File: src/rtl/lsu_axi_pkg.sv
// Shared types and encodings for the LSU AXI4-Lite initiator and its lane aligner.
package lsu_axi_pkg;

  typedef enum logic [2:0] {
    S_IDLE,
    S_RD_ADDR,
    S_RD_DATA,
    S_WR_REQ,
    S_WR_RESP,
    S_DONE
  } state_t;

  localparam logic [1:0] SZ_B = 2'b00;
  localparam logic [1:0] SZ_H = 2'b01;
  localparam logic [1:0] SZ_W = 2'b10;

  localparam logic [1:0] OKAY   = 2'b00;
  localparam logic [1:0] EXOKAY = 2'b01;
  localparam logic [1:0] SLVERR = 2'b10;
  localparam logic [1:0] DECERR = 2'b11;

  // Anything other than a plain OKAY is reported back to the pipeline as an error.
  function automatic logic resp_is_err(input logic [1:0] resp);
    return resp != OKAY;
  endfunction

endpackage

File: src/rtl/lsu_lane_align.sv
// Byte-lane steering for a 32-bit data bus: store strobes/shift, load extract/extend,
// and alignment check. Purely combinational.
module lsu_lane_align
  import lsu_axi_pkg::*;
(
  input  logic [1:0]  size,
  input  logic        is_unsigned,
  input  logic [1:0]  off,
  input  logic [31:0] wdata,
  input  logic [31:0] rdata,
  output logic [3:0]  wstrb,
  output logic [31:0] wdata_sh,
  output logic [31:0] rdata_ext,
  output logic        misaligned
);

  logic [31:0] rdata_sh;

  assign wdata_sh = wdata << {off, 3'b000};
  assign rdata_sh = rdata >> {off, 3'b000};

  always_comb begin
    wstrb      = 4'b1111;
    rdata_ext  = rdata;
    misaligned = 1'b0;
    case (size)
      SZ_B: begin
        wstrb     = 4'b0001 << off;
        rdata_ext = is_unsigned ? {24'h0, rdata_sh[7:0]}
                                : {{24{rdata_sh[7]}}, rdata_sh[7:0]};
      end
      SZ_H: begin
        wstrb      = 4'b0011 << off;
        rdata_ext  = is_unsigned ? {16'h0, rdata_sh[15:0]}
                                 : {{16{rdata_sh[15]}}, rdata_sh[15:0]};
        misaligned = off[0];
      end
      SZ_W: begin
        misaligned = (off != 2'b00);
      end
      default: begin
        misaligned = 1'b1;
      end
    endcase
  end

endmodule

File: src/rtl/lsu_axi_master.sv
// LSU AXI4-Lite initiator: one load/store at a time, min 3 cycles accept->resp_valid,
// misaligned requests complete in 1 cycle with err; resp held until resp_ready.
module lsu_axi_master
  import lsu_axi_pkg::*;
#(
  parameter int ADDR_WIDTH = 32,
  parameter int DATA_WIDTH = 32
) (
  input  logic                  clk,
  input  logic                  rst,

  input  logic                  req_valid,
  output logic                  req_ready,
  input  logic                  req_wen,
  input  logic [1:0]            req_size,
  input  logic                  req_unsigned,
  input  logic [ADDR_WIDTH-1:0] req_addr,
  input  logic [DATA_WIDTH-1:0] req_wdata,

  output logic                  resp_valid,
  input  logic                  resp_ready,
  output logic [DATA_WIDTH-1:0] resp_rdata,
  output logic                  resp_err,

  output logic                  arvalid,
  input  logic                  arready,
  output logic [ADDR_WIDTH-1:0] araddr,

  input  logic                  rvalid,
  output logic                  rready,
  input  logic [DATA_WIDTH-1:0] rdata,
  input  logic [1:0]            rresp,

  output logic                  awvalid,
  input  logic                  awready,
  output logic [ADDR_WIDTH-1:0] awaddr,

  output logic                  wvalid,
  input  logic                  wready,
  output logic [DATA_WIDTH-1:0] wdata,
  output logic [3:0]            wstrb,

  input  logic                  bvalid,
  output logic                  bready,
  input  logic [1:0]            bresp
);

  state_t                state;
  state_t                state_next;

  logic [ADDR_WIDTH-1:0] addr_q;
  logic [1:0]            size_q;
  logic                  uns_q;
  logic [3:0]            wstrb_q;
  logic [DATA_WIDTH-1:0] wdata_q;
  logic                  aw_done;
  logic                  w_done;
  logic [DATA_WIDTH-1:0] rdata_q;
  logic                  err_q;

  logic                  accept;
  logic                  idle;
  logic [1:0]            al_size;
  logic                  al_uns;
  logic [1:0]            al_off;
  logic [3:0]            al_wstrb;
  logic [DATA_WIDTH-1:0] al_wdata_sh;
  logic [DATA_WIDTH-1:0] al_rdata_ext;
  logic                  al_misaligned;

  assign idle   = (state == S_IDLE);
  assign accept = req_valid && req_ready;

  // The aligner sees the live request while idle (alignment check, store lane
  // steering captured at accept) and the registered request afterwards (load extract).
  assign al_size = idle ? req_size       : size_q;
  assign al_uns  = idle ? req_unsigned   : uns_q;
  assign al_off  = idle ? req_addr[1:0]  : addr_q[1:0];

  lsu_lane_align u_align (
    .size        (al_size),
    .is_unsigned (al_uns),
    .off         (al_off),
    .wdata       (req_wdata),
    .rdata       (rdata),
    .wstrb       (al_wstrb),
    .wdata_sh    (al_wdata_sh),
    .rdata_ext   (al_rdata_ext),
    .misaligned  (al_misaligned)
  );

  always_ff @(posedge clk) begin
    if (!rst) begin
      state <= S_IDLE;
    end else begin
      state <= state_next;
    end
  end

  always_comb begin
    state_next = state;
    req_ready  = 1'b0;
    arvalid    = 1'b0;
    awvalid    = 1'b0;
    wvalid     = 1'b0;
    rready     = 1'b0;
    bready     = 1'b0;
    resp_valid = 1'b0;
    case (state)
      S_IDLE: begin
        req_ready = 1'b1;
        if (req_valid) begin
          if (al_misaligned) state_next = S_DONE;
          else if (req_wen)  state_next = S_WR_REQ;
          else               state_next = S_RD_ADDR;
        end
      end
      S_RD_ADDR: begin
        arvalid = 1'b1;
        if (arready) state_next = S_RD_DATA;
      end
      S_RD_DATA: begin
        rready = 1'b1;
        if (rvalid) state_next = S_DONE;
      end
      S_WR_REQ: begin
        awvalid = !aw_done;
        wvalid  = !w_done;
        if ((aw_done || awready) && (w_done || wready)) state_next = S_WR_RESP;
      end
      S_WR_RESP: begin
        bready = 1'b1;
        if (bvalid) state_next = S_DONE;
      end
      S_DONE: begin
        resp_valid = 1'b1;
        if (resp_ready) state_next = S_IDLE;
      end
      default: begin
        state_next = S_IDLE;
      end
    endcase
  end

  always_ff @(posedge clk) begin
    if (!rst) begin
      addr_q  <= '0;
      size_q  <= 2'b00;
      uns_q   <= 1'b0;
      wstrb_q <= 4'b0000;
      wdata_q <= '0;
      aw_done <= 1'b0;
      w_done  <= 1'b0;
      rdata_q <= '0;
      err_q   <= 1'b0;
    end else begin
      if (accept) begin
        addr_q  <= req_addr;
        size_q  <= req_size;
        uns_q   <= req_unsigned;
        wstrb_q <= al_wstrb;
        wdata_q <= al_wdata_sh;
        aw_done <= 1'b0;
        w_done  <= 1'b0;
        rdata_q <= '0;
        err_q   <= al_misaligned;
      end
      if (awvalid && awready) aw_done <= 1'b1;
      if (wvalid && wready)   w_done  <= 1'b1;
      if (rready && rvalid) begin
        rdata_q <= al_rdata_ext;
        err_q   <= resp_is_err(rresp);
      end
      if (bready && bvalid) begin
        rdata_q <= '0;
        err_q   <= resp_is_err(bresp);
      end
    end
  end

  assign araddr     = addr_q;
  assign awaddr     = addr_q;
  assign wdata      = wdata_q;
  assign wstrb      = wstrb_q;
  assign resp_rdata = rdata_q;
  assign resp_err   = err_q;

  // A raised valid must stay up with stable payload until its handshake.
  ar_hold: assert property (@(posedge clk)
    (rst && arvalid && !arready) |=> (arvalid && $stable(araddr)));
  aw_hold: assert property (@(posedge clk)
    (rst && awvalid && !awready) |=> (awvalid && $stable(awaddr)));
  w_hold: assert property (@(posedge clk)
    (rst && wvalid && !wready) |=> (wvalid && $stable(wdata) && $stable(wstrb)));

endmodule
File: config.mk
export PLATFORM = sky130hd
export DESIGN_NAME = lsu_axi_master
export DESIGN_NICKNAME = d
export VERILOG_FILES = /design/src/rtl/lsu_axi_pkg.sv /design/src/rtl/lsu_lane_align.sv /design/src/rtl/lsu_axi_master.sv
export SDC_FILE = /design/constraint.sdc
export NUM_CORES = 1
export LEC_CHECK = 0
export CAP_MARGIN = 20
export CORE_ASPECT_RATIO = 0.5
export CORE_UTILIZATION = 42
export CTS_CLUSTER_DIAMETER = 100
export DETAILED_ROUTE_END_ITERATION = 8
export GPL_TIMING_DRIVEN = 0
export PLACE_DENSITY = 0.81
export SLEW_MARGIN = 20
export SYNTH_ARGS = -nofsm -noshare
export SYNTH_HDL_FRONTEND = slang
export SYNTH_SLANG_ARGS = --single-unit
File: constraint.sdc
create_clock -name clk -period 2.9 [get_ports clk]
set_input_delay 0.725 -clock clk [delete_from_list [all_inputs] [get_ports clk]]
set_output_delay 0.725 -clock clk [all_outputs]
set_load 0.03 [all_outputs]
==> results.sh <==
export IMPL_port_buffer_count=250
export IMPL_final_util_pct=66.91
export IMPL_dieWidth_um=164.9
export IMPL_ys_types=53
export IMPL_first_pass_iters=5
export IMPL_first_global_vias=5572
export IMPL_ys_seq_elements=109
export IMPL_ctsHtreeMaxLevel=3
export IMPL_worst_tran_pin_value_ns=0.7706
export IMPL_reg2reg_slack_ns=0.20
export IMPL_run_status="finished clean"
export IMPL_post_synth_top_area_fraction_pct=39.16
export IMPL_netlist_top_cell_by_area="sky130_fd_sc_hd__dfxtp_1"
export IMPL_gr_total_overflow=0
export IMPL_critPathCaptureType="flop"
export IMPL_min_period_over_period_pct=93.15
export IMPL_synthesis_nets=753
export IMPL_vias=5991
export IMPL_fp_row_count=29
export IMPL_worst_skew_pair_late_latency_ns=0.36
export IMPL_avgSynthCellArea_um2=8.708
export IMPL_synth_warning_count=0
export IMPL_crit_path_max_fanout=10
export IMPL_detail_route_wirelength_um=18990
export IMPL_hold_violations=0
export IMPL_syn2layout_area_growth_pct=53.79
export IMPL_worst_path_largest_cell_delay_ns=0.52
export IMPL_route_detailed_drc=0
export IMPL_synth_enable_flop_cells=0
export IMPL_final_net_count=1014
export IMPL_initialDrtViolationCount=413
export IMPL_route_antenna_remaining_nets=0
export IMPL_timing_fmax_mhz=370.2
export IMPL_clock_tree_from_tritoncts="built"
export IMPL_number_of_buffers_and_inverters_on_the_critical_path=3
export IMPL_p_leak_nw=3.201
export IMPL_crit_path_top_delay_cell="sky130_fd_sc_hd__mux2i_4"
export IMPL_worst_setup_path_start_kind="flop"
export IMPL_ys_top_cells_by_area="sky130_fd_sc_hd__dfxtp_1 (39%), sky130_fd_sc_hd__nand2_1 (6.3%), sky130_fd_sc_hd__a21boi_0 (4.7%), sky130_fd_sc_hd__buf_4 (4.4%), sky130_fd_sc_hd__o21ai_0 (4.3%)"
export IMPL_clockRootBuffer="sky130_fd_sc_hd__clkbuf_16"
export IMPL_maximum_vdd_drop_v=0.0004169
export IMPL_finalSetupViolations=0
export IMPL_grt_max_degree=19
export IMPL_timing_reg2reg_worst_path_depth=7
export IMPL_hpwlAfterDp_um=14650
export IMPL_power_mw=7.493
export IMPL_hp_start="resp_rdata[9]"
export IMPL_place_congestion=0.9285
export IMPL_max_cap_viol_count=0
export IMPL_cts_buffers=9
export IMPL_arrival_ns=2.97
export IMPL_core_um2=12810
export IMPL_routedWlPerCell_um=17.64
export IMPL_clock_tree_buffer_depth=2
export IMPL_antenna_diode_count=0
export IMPL_fin_worst_skew_ns=0.009317
export IMPL_rel_slew_slack_pct=47.16
export IMPL_antenna_found_initial=0
export IMPL_synthArstFlopShare_pct=0
export IMPL_first_pass_grt_wire_length_um=29480
export IMPL_worst_hold_path_endpoint="resp_rdata[9]"
export IMPL_mapped_area_um2=5573
export IMPL_r2r_start="state[2]"
export IMPL_rsz0062_at_grt="false"
export IMPL_gr_usage_all_layers_pct=27.13
export IMPL_die_h_um=83.45
export IMPL_critPathTopFamily="simple AND/OR/NAND/NOR gates"
export IMPL_cells_after_synth=640
export IMPL_num_io_pins=253
export IMPL_hp_class="reg2reg"
export IMPL_finalWorstPathRequiredPeriod_ns=2.701
export IMPL_layout_cells_sized_above_1_pct=9.713
export IMPL_drv_slew=0
export IMPL_clk_pin_slew_ns=0.07
export IMPL_vias_per_cell=5.568
export IMPL_rr_endpoint="wdata[31]"
export IMPL_top_reg_cell_synth="sky130_fd_sc_hd__dfxtp_1"
export IMPL_timing_critical_path_cells="or3_1 -> buf_6 -> inv_6 -> mux2i_4 -> clkbuf_1 -> nand3_1 -> o221ai_1"
export IMPL_initial_util_pct=43.51
export IMPL_power_per_cell_area_nw_per_um2=874.2
export IMPL_n_fill_cell=1036
export IMPL_clock_sinks=109
export IMPL_synth_yosys_seq_area_share_pct=39.16
export IMPL_die_area_um2=13760
export IMPL_timing_setup_critical_path_class="reg2reg"
export IMPL_critPathRequiredTime_ns=3.17
export IMPL_min_delay_path_depth=2
-- worst max-delay path by stage --
stage / startpoint / end / cells past startpoint
detailed placement: req_valid / resp_rdata[12] / 9
finish: state[2] / wdata[31] / 7
floorplan: rst / resp_rdata[11] / 8
global route: req_valid / resp_rdata[12] / 9
CTS: state[1] / wvalid / 4
global placement: req_size[1] / resp_rdata[6] / 5
-- cells in the final DEF, fill, tap and decap left out, drive strengths merged, types with 3 or more instances in the layout --
master	count
clkdlybuf4s50	249
dfxtp	109
nand2	93
o21ai	49
buf	47
clkbuf	46
a21oi	37
a21boi	35
nor2	23
mux2i	23
mux2	20
and2	16
a22o	16
nand3	15
nand2b	12
nor2b	12
a22oi	12
o221ai	10
a32oi	9
inv	9
a222oi	8
a221oi	8
o22a	7
a32o	7
or3	4
o211a	3
clkinv	3
-- worst reg2reg max path, cell delays in order, from the launching register on --
cell and delay, ns:
sky130_fd_sc_hd__dfxtp_1 0.32, sky130_fd_sc_hd__or3_1 0.38, sky130_fd_sc_hd__buf_6 0.15, sky130_fd_sc_hd__inv_6 0.09, sky130_fd_sc_hd__mux2i_4 0.52, sky130_fd_sc_hd__clkbuf_1 0.46, sky130_fd_sc_hd__nand3_1 0.39, sky130_fd_sc_hd__o221ai_1 0.30
-- per-stage QoR --
stage / hold WS (ns) / setup slack [ns] / area (um^2) / TNS (ns) / instances
finish: 0.4728 / 0.1986 / 8571 / 0 / 1076
global route: 0.4942 / 0.04262 / 8571 / 0 / 1076
CTS: 0.4717 / 0.2186 / 8571 / 0 / 1076
detailed placement: 0.4614 / -0.04333 / 8288 / -0.2305 / 1060
global placement: 0.4502 / -0.01885 / 8288 / -0.07631 / 1060
floorplan: 0.4581 / 0.6706 / 5573 / 0 / 640
-- cell families after synthesis --
family,after synthesis,synth area share [%]
compound gates,209,26.67
simple gates,188,16.01
flops,109,39.16
buf+inv,89,8.846
mux,43,9.003
xor+xnor,2,0.3144
-- what timing repair did --
| action | 4_1_cts | 5_1_grt |
|---|---|---|
| endpoints found under the setup margin | 1 | 0 |
| hold buffers | 0 | 0 |
| hold endpoints to repair | 0 | 0 |
| setup buffers | 0 | 0 |
| resized for setup | 1 | 0 |
-- layer usage --
| metal | GRT usage, % | part of all wire, % | up-vias |
|---|---|---|---|
| met5 | 0 | 0 | - |
| met4 | 8.007 | 2.5 | 0 |
| met3 | 4.819 | 6.9 | 45 |
| met2 | 46.60 | 48 | 273 |
| met1 | 34.59 | 42 | 2859 |
| li1 | - | - | 2814 |
-- synthesized netlist by cell type, drive strengths merged, types with 9 or more instances --
library cell and instances:
nor2 23, o21ai 49, buf 47, a32oi 9
nand3 15, a21oi 37, a21boi 35, dfxtp 109
a22o 16, nand2b 12, clkbuf 36, and2 16
nor2b 12, mux2i 23, nand2 93, mux2 20
o221ai 10, a22oi 12
-- sequential cells by signal, summed over array words and instances, names as in the netlist --
register / count
resp_err: 1
araddr: 32
w_done: 1
wdata: 32
resp_rdata: 32
uns_q: 1
wstrb: 4
aw_done: 1
state: 3
size_q: 2
-- report_power, final --
group          leakage [nW]  internal [mW]  switching, mW
combinational          2.17           1.75           2.54
sequential            0.889           1.79          0.202
clock                 0.144          0.615          0.591
-- layout make-up --
| type | instances | area (um^2) | area share, % |
|---|---|---|---|
| tap | 170 | 212.7 | 2.482 |
| clock buffer | 10 | 239.0 | 2.788 |
| timing repair buffer | 250 | 2501 | 29.18 |
| buffer | 83 | 465.4 | 5.431 |
| inverter | 6 | 27.53 | 0.3212 |
| sequential | 109 | 2182 | 25.46 |
| clock inverter | 6 | 45.04 | 0.5255 |
| multi-input combinational | 442 | 2898 | 33.81 |
Note: power is estimated with default switching activity, not from simulation.
